File: src/rtl/bus_term_sync.sv
// Bus-cycle termination sequencer for the 68000 side: synchronises /DTACK, /BERR, /VPA and
// emits one-cycle SET/CLR strobes for the termination latch. Timeout option: BUS_TERM_TIMEOUT_EN.

module bus_term_sync_chain #(
    parameter int STAGES = 2
) (
    input  logic CLK,
    input  logic nRESET,
    input  logic d_i,
    output logic q_o
);
    logic [STAGES-1:0] sync_q;

    // Chain resets to the deasserted (high) level of the active-low bus signal
    always_ff @(posedge CLK or negedge nRESET) begin
        if (!nRESET) sync_q <= '1;
        else         sync_q <= {sync_q[STAGES-2:0], d_i};
    end

    assign q_o = sync_q[STAGES-1];
endmodule

module bus_term_sync #(
    parameter int SYNC_STAGES    = 2,
    parameter int TIMEOUT_CYCLES = 1023
) (
    input  logic       CLK,
    input  logic       nRESET,
    input  logic       START,
    input  logic       ABORT,
    input  logic       nDTACK_IN,
    input  logic       nBERR_IN,
    input  logic       nVPA_IN,
    output logic       TERM_SET,
    output logic       TERM_CLR,
    output logic [1:0] STATUS,
    output logic       BUSY
);
    localparam int NUM_IN = 3;
    localparam int I_BERR = 0, I_DTACK = 1, I_VPA = 2;

    localparam logic [1:0] ST_DTACK   = 2'b00;
    localparam logic [1:0] ST_VPA     = 2'b01;
    localparam logic [1:0] ST_BERR    = 2'b10;
    localparam logic [1:0] ST_TIMEOUT = 2'b11;

    typedef enum logic [1:0] {S_IDLE, S_ARM, S_WAIT, S_TERM} state_e;

    if (SYNC_STAGES < 2 || SYNC_STAGES > 3 ||
        TIMEOUT_CYCLES < 4 || TIMEOUT_CYCLES > 65535) begin : g_param_err
        $error("bus_term_sync: parameter out of legal range");
    end

    logic [NUM_IN-1:0] n_raw, n_sync;
    assign n_raw = {nVPA_IN, nDTACK_IN, nBERR_IN};

    for (genvar i = 0; i < NUM_IN; i++) begin : g_sync
        bus_term_sync_chain #(.STAGES(SYNC_STAGES)) u_sync (
            .CLK    (CLK),
            .nRESET (nRESET),
            .d_i    (n_raw[i]),
            .q_o    (n_sync[i])
        );
    end

    state_e     state_q, state_d;
    logic [1:0] cause_d;
    logic       term_set_q, term_set_d;
    logic       term_clr_q, term_clr_d;
    logic       busy_q, busy_d;
    logic [1:0] status_q, status_d;
    logic       timeout;

`ifdef BUS_TERM_TIMEOUT_EN
    localparam int CNT_W = $clog2(TIMEOUT_CYCLES + 1);
    localparam logic [CNT_W-1:0] CNT_MAX = CNT_W'(TIMEOUT_CYCLES);

    logic [CNT_W-1:0] cnt_q, cnt_d;

    assign timeout = (cnt_q == CNT_MAX);

    // Counts only while a cycle is open; saturates so a late exit can never wrap it
    always_comb begin
        cnt_d = cnt_q;
        if (state_q == S_IDLE && START && !ABORT)
            cnt_d = '0;
        else if ((state_q == S_ARM || state_q == S_WAIT) && cnt_q != CNT_MAX)
            cnt_d = cnt_q + 1'b1;
    end

    always_ff @(posedge CLK or negedge nRESET) begin
        if (!nRESET) cnt_q <= '0;
        else         cnt_q <= cnt_d;
    end
`else
    assign timeout = 1'b0;
`endif

    always_ff @(posedge CLK or negedge nRESET) begin
        if (!nRESET) begin
            state_q    <= S_IDLE;
            term_set_q <= 1'b0;
            term_clr_q <= 1'b0;
            busy_q     <= 1'b0;
            status_q   <= ST_DTACK;
        end else begin
            state_q    <= state_d;
            term_set_q <= term_set_d;
            term_clr_q <= term_clr_d;
            busy_q     <= busy_d;
            status_q   <= status_d;
        end
    end

    always_comb begin
        state_d = state_q;
        cause_d = status_q;
        unique case (state_q)
            S_IDLE: if (START) state_d = S_ARM;
            // Refuse to start watching until every input is released, so a stale
            // acknowledge left over from the previous cycle cannot end this one
            S_ARM: begin
                if (timeout) begin
                    state_d = S_TERM;
                    cause_d = ST_TIMEOUT;
                end else if (&n_sync) begin
                    state_d = S_WAIT;
                end
            end
            S_WAIT: begin
                if (!n_sync[I_BERR]) begin
                    state_d = S_TERM;
                    cause_d = ST_BERR;
                end else if (!n_sync[I_DTACK]) begin
                    state_d = S_TERM;
                    cause_d = ST_DTACK;
                end else if (!n_sync[I_VPA]) begin
                    state_d = S_TERM;
                    cause_d = ST_VPA;
                end else if (timeout) begin
                    state_d = S_TERM;
                    cause_d = ST_TIMEOUT;
                end
            end
            S_TERM: state_d = S_IDLE;
            default: state_d = S_IDLE;
        endcase
        if (ABORT) state_d = S_IDLE;
    end

    // Outputs are registered from the next state, so each strobe lines up with its state
    always_comb begin
        term_set_d = (state_d == S_TERM);
        term_clr_d = ABORT || (state_q == S_IDLE && START);
        busy_d     = (state_d != S_IDLE);
        status_d   = (state_d == S_TERM && state_q != S_TERM) ? cause_d : status_q;
    end

    assign TERM_SET = term_set_q;
    assign TERM_CLR = term_clr_q;
    assign STATUS   = status_q;
    assign BUSY     = busy_q;
endmodule

File: config.mk
export PLATFORM = sky130hd
export DESIGN_NAME = bus_term_sync
export DESIGN_NICKNAME = d
export VERILOG_FILES = /design/src/rtl/bus_term_sync.sv
export SDC_FILE = /design/constraint.sdc
export NUM_CORES = 1
export LEC_CHECK = 0
export CORE_AREA = 3 3 40 42
export CTS_CLUSTER_SIZE = 20
export DETAILED_ROUTE_END_ITERATION = 10
export DIE_AREA = 0 0 43 45
export PLACE_DENSITY_LB_ADDON = 0.1
export SLEW_MARGIN = 40
export SYNTH_ARGS = -nofsm -noshare
export SYNTH_HDL_FRONTEND = slang
export SYNTH_SLANG_ARGS = --single-unit
File: constraint.sdc
create_clock -name CLK -period 1.8 [get_ports CLK]
set_clock_uncertainty 0.15 [all_clocks]
set_input_delay 0.27 -clock CLK [delete_from_list [all_inputs] [get_ports CLK]]
set_output_delay 0.27 -clock CLK [all_outputs]
set_load 0.005 [all_outputs]
==> results of run 1 <==
-- cell usage in the layout, fill, tap and decap left out, drive strengths merged --
| cell type | netlist | routed |
|---|---|---|
| and3 | 1 | 1 |
| a2bb2oi | 1 | 1 |
| a2111oi | 1 | 1 |
| nor3 | 1 | 1 |
| a211oi | 1 | 1 |
| a21o | 1 | 1 |
| dfstp | 6 | 6 |
| or3b | 1 | 1 |
| clkdlybuf4s50 | 0 | 11 |
| nor2 | 1 | 1 |
| a211o | 1 | 1 |
| o2111a | 1 | 1 |
| clkbuf | 0 | 4 |
| buf | 2 | 1 |
| dfrtp | 7 | 7 |
| nor3b | 2 | 2 |
| nand2 | 1 | 1 |
| a31oi | 1 | 1 |
| a41o | 1 | 1 |
| nor4b | 2 | 2 |
-- final timing paths --
check	endpoint	startpoint	cells after the start	slack, ns
min	STATUS[1]	nRESET	1	0.21
max	STATUS[1]	STATUS[1]	1	0.23
min in group CLK	g_sync[0].u_sync.sync_q[1]	g_sync[0].u_sync.sync_q[0]	0	0.21
max in group asynchronous	g_sync[0].u_sync.sync_q[0]	nRESET	1	0.92
max reg2reg	STATUS[1]	state_q[0]	2	0.33
min reg2reg	g_sync[0].u_sync.sync_q[1]	g_sync[0].u_sync.sync_q[0]	0	0.21
-- stage by stage --
stage          instances  setup WS [ns]  utilization  hold slack [ns]  area, µm²
2_1_floorplan         32          0.387            -           -0.176        482
3_3_place_gp          57          0.182        0.466            0.196        599
3_5_place_dp          57          0.138        0.466            0.197        599
4_1_cts               61          0.208        0.487            0.207        626
5_1_grt               61          0.164        0.487            0.211        626
6_report              61          0.233        0.487            0.206        626
-- registers in the layout (all words and copies together) (netlist names) --
name                  flops
TERM_CLR                  1
STATUS                    2
TERM_SET                  1
state_q                   2
BUSY                      1
g_sync.u_sync.sync_q      6
-- layer usage --
metal | global-route usage | wire, µm | up-vias
met4 | 0.0723 | 5 | 0
met1 | 0.111 | 317 | 149
li1 | - | - | 149
met3 | 0.0359 | 46 | 2
met2 | 0.147 | 395 | 9
met5 | 0 | 0 | -
-- synth_stat cells, drive strengths merged --
cell type  n  area (µm²)
buf        2        18.8
a21o       1        7.51
and3       1        7.51
dfstp      6         158
a2111oi    1        8.76
a211o      1        8.76
nand2      1        3.75
nor3       1        5.00
a2bb2oi    1        8.76
nor4b      2        17.5
nor2       1        3.75
or3b       1        8.76
a31oi      1        6.26
a41o       1        10.0
o2111a     1        11.3
nor3b      2        15.0
dfrtp      7         175
a211oi     1        7.51
-- logic make-up (layout without fill, tap and decap cells) --
family | Yosys count | after routing | synth area share
compound gates | 8 | 8 | 0.143
buf+inv | 2 | 16 | 0.0390
flops | 13 | 13 | 0.691
simple gates | 9 | 9 | 0.127
-- power by group through the flow --
stage / combinational [mW] / sequential [mW] / clock, mW
after floorplan: 0.0233 / 0.330 / 0
after global placement: 0.0583 / 0.335 / 0
after detailed placement: 0.0591 / 0.335 / 0
after CTS: 0.0594 / 0.331 / 0.181
after global routing: 0.0641 / 0.333 / 0.195
final: 0.0581 / 0.330 / 0.170
-- area by class of cell --
cell class                 instances  area, µm²
multi-input combinational         17        130
timing repair buffer              12        118
clock buffer                       4       26.3
fill                             121        659
sequential                        13        333
tap                               15       18.8
==> flow_summary_export.csv, run 1 <==
group,metric,value,unit
routing,drt_wl_total,765,µm
global_routing,grt_pass1_vias,299,
sta,final_hold_viol_count,0,
yosys,syn_nets,39,
power_and_ir_drop,switching_share,0.211,
routing,drt_pass1_iterations,2,
clock_network,clock_latency,0.27,ns
floorplanning,initial_utilization,0.375,
floorplanning,core_region_area,1280,µm²
setup_path,cp-end-kind,"primary output",
global_routing,overflow,0,
sta,min_period,1.57,ns
setup_path,crit_path_top_delay_cell,"clkdlybuf4s50_1",
finish,area_growth,29.9,%
global_routing,grt_use_total,0.0965,
clock_network,clkSinkCount,13,
yosys,yosysUniqueCellTypes,19,
power_and_ir_drop,vdd_ir_drop_max,0.401,mV
sta,setup_tns,0,ns
floorplanning,ioPinCount,12,
placement,finalWeightedCongestion,0.652,
power_and_ir_drop,power.internal,0.440,mW
routing,routedWlPerCell,12.5,µm
setup_path,start_kind,"flop",
clock_network,cts_resized,0,
clock_network,hold_buffers,0,
yosys,synth_cells,32,
global_routing,grt_pass1_wl,1.30,mm
finish,drive_gt1_frac,0.239,
routing,drc,0,
power_and_ir_drop,power_density,892,nW/µm²
finish,nets,54,
setup_path,cpPeakStageDelay,0.51,ns
power_and_ir_drop,sequentialPowerShare,0.592,
setup_path,worst_ep_arrival_time,1.15,ns
sta,period_share,0.871,
power_and_ir_drop,p_clk_frac,0.304,
min_path,holdCritPathClass,"in -> async",
clock_network,clock_tree.buffer_depth,2,
setup_path,path_cells,"clkdlybuf4s50_1",
yosys,seq_area_frac_synth,0.691,
sta,worst_pin_slew,0.555,ns
clock_network,cts_buffers,3,
clock_network,htree_levels,1,
status,status,"completed",
routing,viasPerCell,5.07,
setup_path,crit_family,"buffers and inverters",
sta,slew_headroom,0.629,
yosys,synth_warnings,0,
routing,drtAntennaViolNets,0,
floorplanning,dieHeight,45,µm
yosys,synthesis.area,482,µm²
routing,drtIter0Drc,2,
global_routing,grt_max_degree,14,
finish,n_antenna_cell,0,
routing,num_vias,309,
setup_path,crit_type,"reg -> out",
clock_network,clockRootBuffer,"clkbuf_4",
power_and_ir_drop,p_total,0.558,mW
setup_path,crit_buf_inv,1,
setup_path,crit_fanout,3,
floorplanning,die_w,43,µm
power_and_ir_drop,p_leak,0.258,nW
clock_network,cts_tree,"yes",
floorplanning,num_rows,13,
job,drv_cap,0,
sta,max_freq,638,MHz
sta,drv_slew,0,
setup_path,cp.required,1.38,ns
clock_network,post_cts_buffers,0,
yosys,avgSynthCellArea,15.1,µm²
floorplanning,die-area,1940,µm²
sta,setup_violations,0,
placement,numPortBuffers,11,
sta,rsz0062_at_grt,"false",
yosys,ys_seq_elements,13,
power_and_ir_drop,p_comb_frac,0.104,
clock_network,path_clk_slew,0.07,ns
global_routing,antenna_found_initial,0,
power_and_ir_drop,switching_power,0.118,mW
Note: power is estimated with default switching activity, not from simulation.
==> inputs of run 2 (changes only) <==
--- a/config.mk
+++ b/config.mk
@@ -5,6 +5,7 @@
 export SDC_FILE = /design/constraint.sdc
 export NUM_CORES = 1
 export LEC_CHECK = 0
+export CAP_MARGIN = 15
 export CORE_AREA = 3 3 40 42
 export CTS_CLUSTER_SIZE = 20
 export DETAILED_ROUTE_END_ITERATION = 10
==> results of run 2 <==
No change in the layout: final DEF, timing and power equal those of run 1.
